File: src/rtl/slot_irq_ctrl_pkg.sv
// Shared constants, scheduler state encoding and summary-word packing for slot_irq_ctrl.
// Latency: none (declarations only).
// Backpressure: not applicable.
package slot_irq_ctrl_pkg;

    localparam int ADDR_MASK_BASE = 32;
    localparam int ADDR_CLR_BASE  = 40;
    localparam int ADDR_SUMMARY   = 48;
    localparam int MAX_SLOTS      = 8;

    // Summary word layout: {irq_valid, 4'b0, irq_slot[2:0], slot_vec[7:0]}
    localparam int SUM_W         = 16;
    localparam int SUM_VALID_BIT = 15;
    localparam int SUM_SLOT_LSB  = 8;
    localparam int SUM_VEC_LSB   = 0;

    typedef enum logic [1:0] {
        ST_IDLE = 2'd0,
        ST_SCAN = 2'd1,
        ST_HOLD = 2'd2
    } sched_state_t;

    function automatic logic [SUM_W-1:0] pack_summary(input logic valid,
                                                      input logic [2:0] slot,
                                                      input logic [MAX_SLOTS-1:0] vec);
        logic [SUM_W-1:0] w;
        w = '0;
        w[SUM_VALID_BIT]                 = valid;
        w[SUM_SLOT_LSB +: 3]             = slot;
        w[SUM_VEC_LSB +: MAX_SLOTS]      = vec;
        return w;
    endfunction

endpackage

File: src/rtl/slot_irq_ctrl_edge_latch.sv
// One slot: synchronise raw pins, detect rising edges, hold them in pending bits with write-1-to-clear.
// Latency: SYNC_STAGES+1 cycles from pin rise to pending set.
// Backpressure: none; clears are applied the cycle they are presented, a new edge beats a clear.
module slot_edge_latch
    import slot_irq_ctrl_pkg::*;
#(
    parameter int DATA_W      = 16,
    parameter int SYNC_STAGES = 2
) (
    input  logic              clk,
    input  logic              rst,
    input  logic              armed,
    input  logic [DATA_W-1:0] pin,
    input  logic [DATA_W-1:0] clr_mask,
    output logic [DATA_W-1:0] pending
);

    logic [SYNC_STAGES-1:0][DATA_W-1:0] sync_q;
    logic [DATA_W-1:0]                  prev_q;
    logic [DATA_W-1:0]                  synced;
    logic [DATA_W-1:0]                  rise;

    assign synced = sync_q[SYNC_STAGES-1];
    // Edges are ignored until the chain has flushed after reset, so pins already high stay quiet.
    assign rise   = synced & ~prev_q & {DATA_W{armed}};

    // Synchroniser shift, previous-value capture and pending update (set has priority over clear).
    always_ff @(posedge clk or posedge rst) begin
        if (rst) begin
            sync_q  <= '0;
            prev_q  <= '0;
            pending <= '0;
        end else begin
            sync_q  <= {sync_q[SYNC_STAGES-2:0], pin};
            prev_q  <= synced;
            pending <= (pending & ~clr_mask) | rise;
        end
    end

endmodule

File: src/rtl/slot_irq_ctrl.sv
// Per-slot interrupt controller: edge-latched pending bits, mask gating, irq and a round-robin slot presenter.
// Latency: rdata 1 cycle after bus_re; irq 1 cycle after slot_vec; irq_valid within N_SLOTS+1 cycles.
// Backpressure: none; bus strobes are single-cycle and always accepted.
module slot_irq_ctrl
    import slot_irq_ctrl_pkg::*;
#(
    parameter int N_SLOTS     = 8,
    parameter int DATA_W      = 16,
    parameter int ADDR_W      = 6,
    parameter int SYNC_STAGES = 2
) (
    input  logic                      sys_clk,
    input  logic                      sys_rst,
    input  logic [N_SLOTS*DATA_W-1:0] slot_in,
    input  logic                      bus_we,
    input  logic                      bus_re,
    input  logic [ADDR_W-1:0]         bus_addr,
    input  logic [DATA_W-1:0]         bus_wdata,
    output logic [DATA_W-1:0]         bus_rdata,
    output logic                      irq,
    output logic [2:0]                irq_slot,
    output logic                      irq_valid
);

    localparam int ARM_CYC = SYNC_STAGES + 1;
    localparam int ARM_W   = $clog2(SYNC_STAGES + 2);

    logic [ARM_W-1:0]     arm_cnt;
    logic                 armed;
    logic [DATA_W-1:0]    mask_q   [N_SLOTS];
    logic [DATA_W-1:0]    pending  [N_SLOTS];
    logic [DATA_W-1:0]    clr_mask [N_SLOTS];
    logic [N_SLOTS-1:0]   mask_we;
    logic [MAX_SLOTS-1:0] slot_vec;
    logic [DATA_W-1:0]    rd_mux;

    sched_state_t state_q, state_d;
    logic [2:0]   ptr_q, ptr_d;
    logic [3:0]   lap_q, lap_d;
    logic [2:0]   last_q, last_d;
    logic [2:0]   slot_d;
    logic         valid_d;

    function automatic logic [2:0] next_slot(input logic [2:0] p);
        return (p == 3'(N_SLOTS - 1)) ? 3'd0 : p + 3'd1;
    endfunction

    // Count cycles after reset release until the synchronisers hold real pin values.
    always_ff @(posedge sys_clk or posedge sys_rst) begin
        if (sys_rst)     arm_cnt <= '0;
        else if (!armed) arm_cnt <= arm_cnt + 1'b1;
    end
    assign armed = (arm_cnt == ARM_W'(ARM_CYC));

    // Address decode for mask writes and W1C strobes.
    always_comb begin
        for (int s = 0; s < N_SLOTS; s++) begin
            mask_we[s]  = bus_we && (bus_addr == ADDR_W'(ADDR_MASK_BASE + s));
            clr_mask[s] = (bus_we && (bus_addr == ADDR_W'(ADDR_CLR_BASE + s))) ? bus_wdata : '0;
        end
    end

    for (genvar g = 0; g < N_SLOTS; g++) begin : g_slot
        slot_edge_latch #(
            .DATA_W      (DATA_W),
            .SYNC_STAGES (SYNC_STAGES)
        ) u_latch (
            .clk      (sys_clk),
            .rst      (sys_rst),
            .armed    (armed),
            .pin      (slot_in[g*DATA_W +: DATA_W]),
            .clr_mask (clr_mask[g]),
            .pending  (pending[g])
        );
    end

    // Mask registers.
    always_ff @(posedge sys_clk or posedge sys_rst) begin
        if (sys_rst) begin
            for (int s = 0; s < N_SLOTS; s++) mask_q[s] <= '0;
        end else begin
            for (int s = 0; s < N_SLOTS; s++) if (mask_we[s]) mask_q[s] <= bus_wdata;
        end
    end

    // Per-slot serviceable flag; slots beyond N_SLOTS are tied off.
    always_comb begin
        slot_vec = '0;
        for (int s = 0; s < N_SLOTS; s++) slot_vec[s] = |(pending[s] & mask_q[s]);
    end

    // Read mux; unmapped addresses return zero.
    always_comb begin
        rd_mux = '0;
        for (int s = 0; s < N_SLOTS; s++) begin
            if (bus_addr == ADDR_W'(ADDR_MASK_BASE + s)) rd_mux = mask_q[s];
            if (bus_addr == ADDR_W'(ADDR_CLR_BASE + s))  rd_mux = pending[s];
        end
        if (bus_addr == ADDR_W'(ADDR_SUMMARY))
            rd_mux = DATA_W'(pack_summary(irq_valid, irq_slot, slot_vec));
    end

    // Registered read data and irq; rdata holds until the next read strobe.
    always_ff @(posedge sys_clk or posedge sys_rst) begin
        if (sys_rst) begin
            bus_rdata <= '0;
            irq       <= 1'b0;
        end else begin
            if (bus_re) bus_rdata <= rd_mux;
            irq <= |slot_vec;
        end
    end

    // Scheduler state register.
    always_ff @(posedge sys_clk or posedge sys_rst) begin
        if (sys_rst) begin
            state_q   <= ST_IDLE;
            ptr_q     <= '0;
            lap_q     <= '0;
            last_q    <= '0;
            irq_slot  <= '0;
            irq_valid <= 1'b0;
        end else begin
            state_q   <= state_d;
            ptr_q     <= ptr_d;
            lap_q     <= lap_d;
            last_q    <= last_d;
            irq_slot  <= slot_d;
            irq_valid <= valid_d;
        end
    end

    // Round-robin scan starting after the last serviced slot; one slot tested per cycle.
    always_comb begin
        state_d = state_q;
        ptr_d   = ptr_q;
        lap_d   = lap_q;
        last_d  = last_q;
        slot_d  = irq_slot;
        valid_d = irq_valid;
        case (state_q)
            ST_IDLE: begin
                if (|slot_vec) begin
                    state_d = ST_SCAN;
                    ptr_d   = next_slot(last_q);
                    lap_d   = '0;
                end
            end
            ST_SCAN: begin
                if (slot_vec[ptr_q]) begin
                    slot_d  = ptr_q;
                    valid_d = 1'b1;
                    state_d = ST_HOLD;
                end else if (lap_q == 4'(N_SLOTS - 1)) begin
                    state_d = ST_IDLE;
                end else begin
                    ptr_d = next_slot(ptr_q);
                    lap_d = lap_q + 4'd1;
                end
            end
            ST_HOLD: begin
                if (!slot_vec[irq_slot]) begin
                    valid_d = 1'b0;
                    last_d  = irq_slot;
                    state_d = ST_IDLE;
                end
            end
            default: state_d = ST_IDLE;
        endcase
    end

endmodule

File: config.mk
export PLATFORM = sky130hd
export DESIGN_NAME = slot_irq_ctrl
export DESIGN_NICKNAME = d
export VERILOG_FILES = /design/src/rtl/slot_irq_ctrl_pkg.sv /design/src/rtl/slot_irq_ctrl_edge_latch.sv /design/src/rtl/slot_irq_ctrl.sv
export SDC_FILE = /design/constraint.sdc
export NUM_CORES = 1
export LEC_CHECK = 0
export ABC_AREA = 1
export BUFFER_PORTS_ARGS = -buffer_cell sky130_fd_sc_hd__buf_2
export CORE_AREA = 3 3 200 202
export DETAILED_ROUTE_END_ITERATION = 12
export DIE_AREA = 0 0 203 205
export GPL_ROUTABILITY_DRIVEN = 0
export MAX_ROUTING_LAYER = met4
export PLACE_DENSITY = 0.93
export SLEW_MARGIN = 15
export SYNTH_ARGS = -nofsm -noshare
export SYNTH_HDL_FRONTEND = slang
export SYNTH_SLANG_ARGS = --single-unit
File: constraint.sdc
create_clock -name sys_clk -period 29.5 [get_ports sys_clk]
set_input_delay 1.475 -clock sys_clk [delete_from_list [all_inputs] [get_ports sys_clk]]
set_output_delay 1.475 -clock sys_clk [all_outputs]
set_load 0.02 [all_outputs]
==> impl_metrics.tcl <==
set metrics [dict create \
    firstDrtPassIters 12 \
    h-tree-depth 2 \
    insertion_delay_ps 650 \
    fin_crit_ps 3739 \
    grt_util_met2_pct 50.01 \
    powerDensity_mw_per_mm2 73.99 \
    place_area_sq_mm 0.02577 \
    final.setup.tns_ps 0 \
    ys_async_sr_fraction_pct 100.0 \
    setup_violations 0 \
    grt-busiest-layer "met2" \
    vias_per_cell 6.105 \
    overflow 0 \
    end_kind "flop" \
    maxSlewViolCount 0 \
    required_ps 30000 \
    drc_errors 0 \
    finish.instance_area_sq_mm 0.02786 \
    grt_pass1_vias 19230 \
    synth_nets 2571 \
    period_share_pct 12.67 \
    worstPathCellList "buf_2 -> inv_2 -> nor2_4 -> inv_2 -> nor2_2 -> nand2_1 -> o21ai_0 -> nand2_1" \
    yosys-top-cells-area "dfrtp_1 (69%), nand2_1 (11%), o21ai_0 (5.6%)" \
    hpwl_mm 43.05 \
    pin_count 175 \
    grtUsageMet1_pct 43.06 \
    worst_slew_pin_slew_ps 1215 \
    grt_first_pass_wirelength_mm 104.9 \
    critPathMaxFanout 30 \
    ff2ff_path_depth 6 \
    crit_path_top_delay_cell "nor2_2" \
    ant_nets 0 \
    yosysMostFrequentCell "nand2_1" \
    finalHoldViolations 0 \
    hp-start "g_slot[3].u_latch.sync_q[11]" \
    drive_gt1_share_pct 12.72 \
    cts_buffer_depth 3 \
    max_freq_mhz 267.5 \
    cap_violations 0 \
    holdPathEnd "g_slot[3].u_latch.synced[11]" \
    crit_path_max_incr_delay_ps 960 \
    initial_core_util_pct 63.86 \
    cp_num_buf_inv 3 \
    status "complete, no violations" \
    holdBufCountCts 0 \
    synth_edf_count 0 \
    num_vias 19100 \
    area_delta_synth_final_pct 13.43 \
    avgSynthCellArea_sq_um 10.20 \
    ys.warnings.count 0 \
    grt_start_max_net_pins 95 \
    syn_area_sq_mm 0.02456 \
    relSlewSlack_pct 18.91 \
    cts_resized 0 \
    initialDrtViolationCount 3235 \
    antenna_found_initial 1 \
    rsz0062_at_grt "no" \
    fp.dieArea_sq_mm 0.04162 \
    power_leakage_nw 12.88 \
    synth.cells.most_frequent "nand2_1 (740), dfrtp_1 (675), o21ai_0 (274)" \
    yosysUniqueCellTypes 35 \
    wirelength_mm 67.50 \
    grtUsageTotal_pct 33.92 \
    netlist_instances 2408 \
    nNetsFinal 2723 \
    whs_path_depth 0 \
    numCtsBuffers 61 \
    synth-seq-cells 675 \
    setup.worst_path.start_class "input port" \
    critPathArrivalTime_ps 4240 \
    reg2reg_from "arm_cnt[0]" \
    routedWlPerCell_um 21.57 \
    ff2ff_setup_slack_ps 26880 \
    core_sq_mm 0.03847 \
    cp_top_family "simple AND/OR/NAND/NOR gates" \
    fin_skew_ps 27.80 \
    die_x_um 203 \
    cts.clk_slew.worst_paths_ps 60 \
    crit_type "in2reg" \
    cts.sinks 675 \
    cts_setup_buffers 0 \
    nFillCells 2407 \
    r2r_end "g_slot[5].u_latch.pending[13]" \
    peakVddDrop_mv 0.06253 \
    yosysTopAreaCell "dfrtp_1" \
    synth_top_area_share_pct 68.77 \
    cts_tree "built" \
    hold_path_class "reg2reg" \
    die_h_um 205 \
    port_buffers 174 \
    synth_seq_area_share_pct 68.77 \
    cts_root_buffer "clkbuf_16" \
    rows 72 \
    synth_ff_type "dfrtp_1" \
    use_met3_pct 10.36 \
]
cells by family (layout without fill, tap and decap cells):
group                      Yosys count  in the layout  share of synthesized area [%]
adders and majority gates            9              9                         0.4584
AOI/OAI and AO/OA                  373            373                          8.145
buffers and inverters              210            412                          3.336
muxes                                2              2                        0.08150
DFF                                675            675                          68.77
and+or+nand+nor                   1138           1138                          19.18
other                                0              1                              0
xor gates and xnor gates             1              1                        0.03566
sequential cells by signal, summed over array words and instances (netlist names), 3 cells and up:
signal                  cells
bus_rdata                  16
last_q                      3
lap_q                       4
mask_q                    128
irq_slot                    3
g_slot.u_latch.pending    128
g_slot.u_latch.synced     128
g_slot.u_latch.sync_q     128
g_slot.u_latch.prev_q     128
ptr_q                       3
cell usage in the layout, fill, tap and decap left out, types with 11 or more instances in the layout:
master	count
a21oi_1	48
a22o_1	21
buf_2	174
clkbuf_16	61
clkbuf_8	15
clkinv_2	18
dfrtp_1	675
inv_1	105
nand2_1	740
nand3_1	55
nand4_1	68
nor2_1	239
nor2_2	11
o21ai_0	274
o21ai_1	15
layer usage:
layer / vias to the layer above / wire (um) / part of all wire (%)
met5: - / 0 / 0
met4: 0 / 4494 / 6.7
met3: 414 / 9151 / 14
met2: 1519 / 29780 / 44
met1: 9105 / 24070 / 36
li1: 8063 / - / -
power breakdown:
part,internal (mW),switching (mW)
Clock,0.471,0.344
Sequential,0.989,0.0511
Combinational,0.0687,0.138
Total,1.53,0.533
worst max path at each step:
stage	start	cells after the start	slack, ps	to
after floorplan	sys_rst	1	9100	arm_cnt[0]
after global placement	sys_rst	4	25460	g_slot[4].u_latch.sync_q[9]
after detailed placement	bus_addr[3]	8	25320	g_slot[3].u_latch.pending[0]
after CTS	bus_addr[3]	8	25920	g_slot[3].u_latch.pending[0]
after global routing	bus_addr[3]	8	25610	g_slot[3].u_latch.pending[4]
final	bus_addr[3]	8	25760	g_slot[3].u_latch.pending[0]
final cells by class:
class / count / area [sq um] / share of cell area, %
clock buffer: 85 / 1767 / 6.341
antenna: 1 / 2.502 / 0.008981
tap: 518 / 648.1 / 2.326
multi-input combinational: 1523 / 6853 / 24.59
clock inverter: 28 / 319.1 / 1.145
inverter: 117 / 447.9 / 1.608
sequential: 675 / 16890 / 60.62
timing repair buffer: 182 / 934.6 / 3.354
stage by stage:
step | worst slack, ps | total power [mW] | hold WS, ps | instances | util, %
2_1_floorplan | 9104 | 1.178 | 331.2 | 2408 | -
3_3_place_gp | 25460 | 1.234 | 333.4 | 3015 | 67.00
3_5_place_dp | 25320 | 1.251 | 334.7 | 3015 | 67.00
4_1_cts | 25920 | 2.061 | 345.1 | 3128 | 72.42
5_1_grt | 25610 | 2.134 | 350.7 | 3129 | 72.43
6_report | 25760 | 2.062 | 340.9 | 3129 | 72.43
No activity file was read; power rests on OpenSTA's default activity.
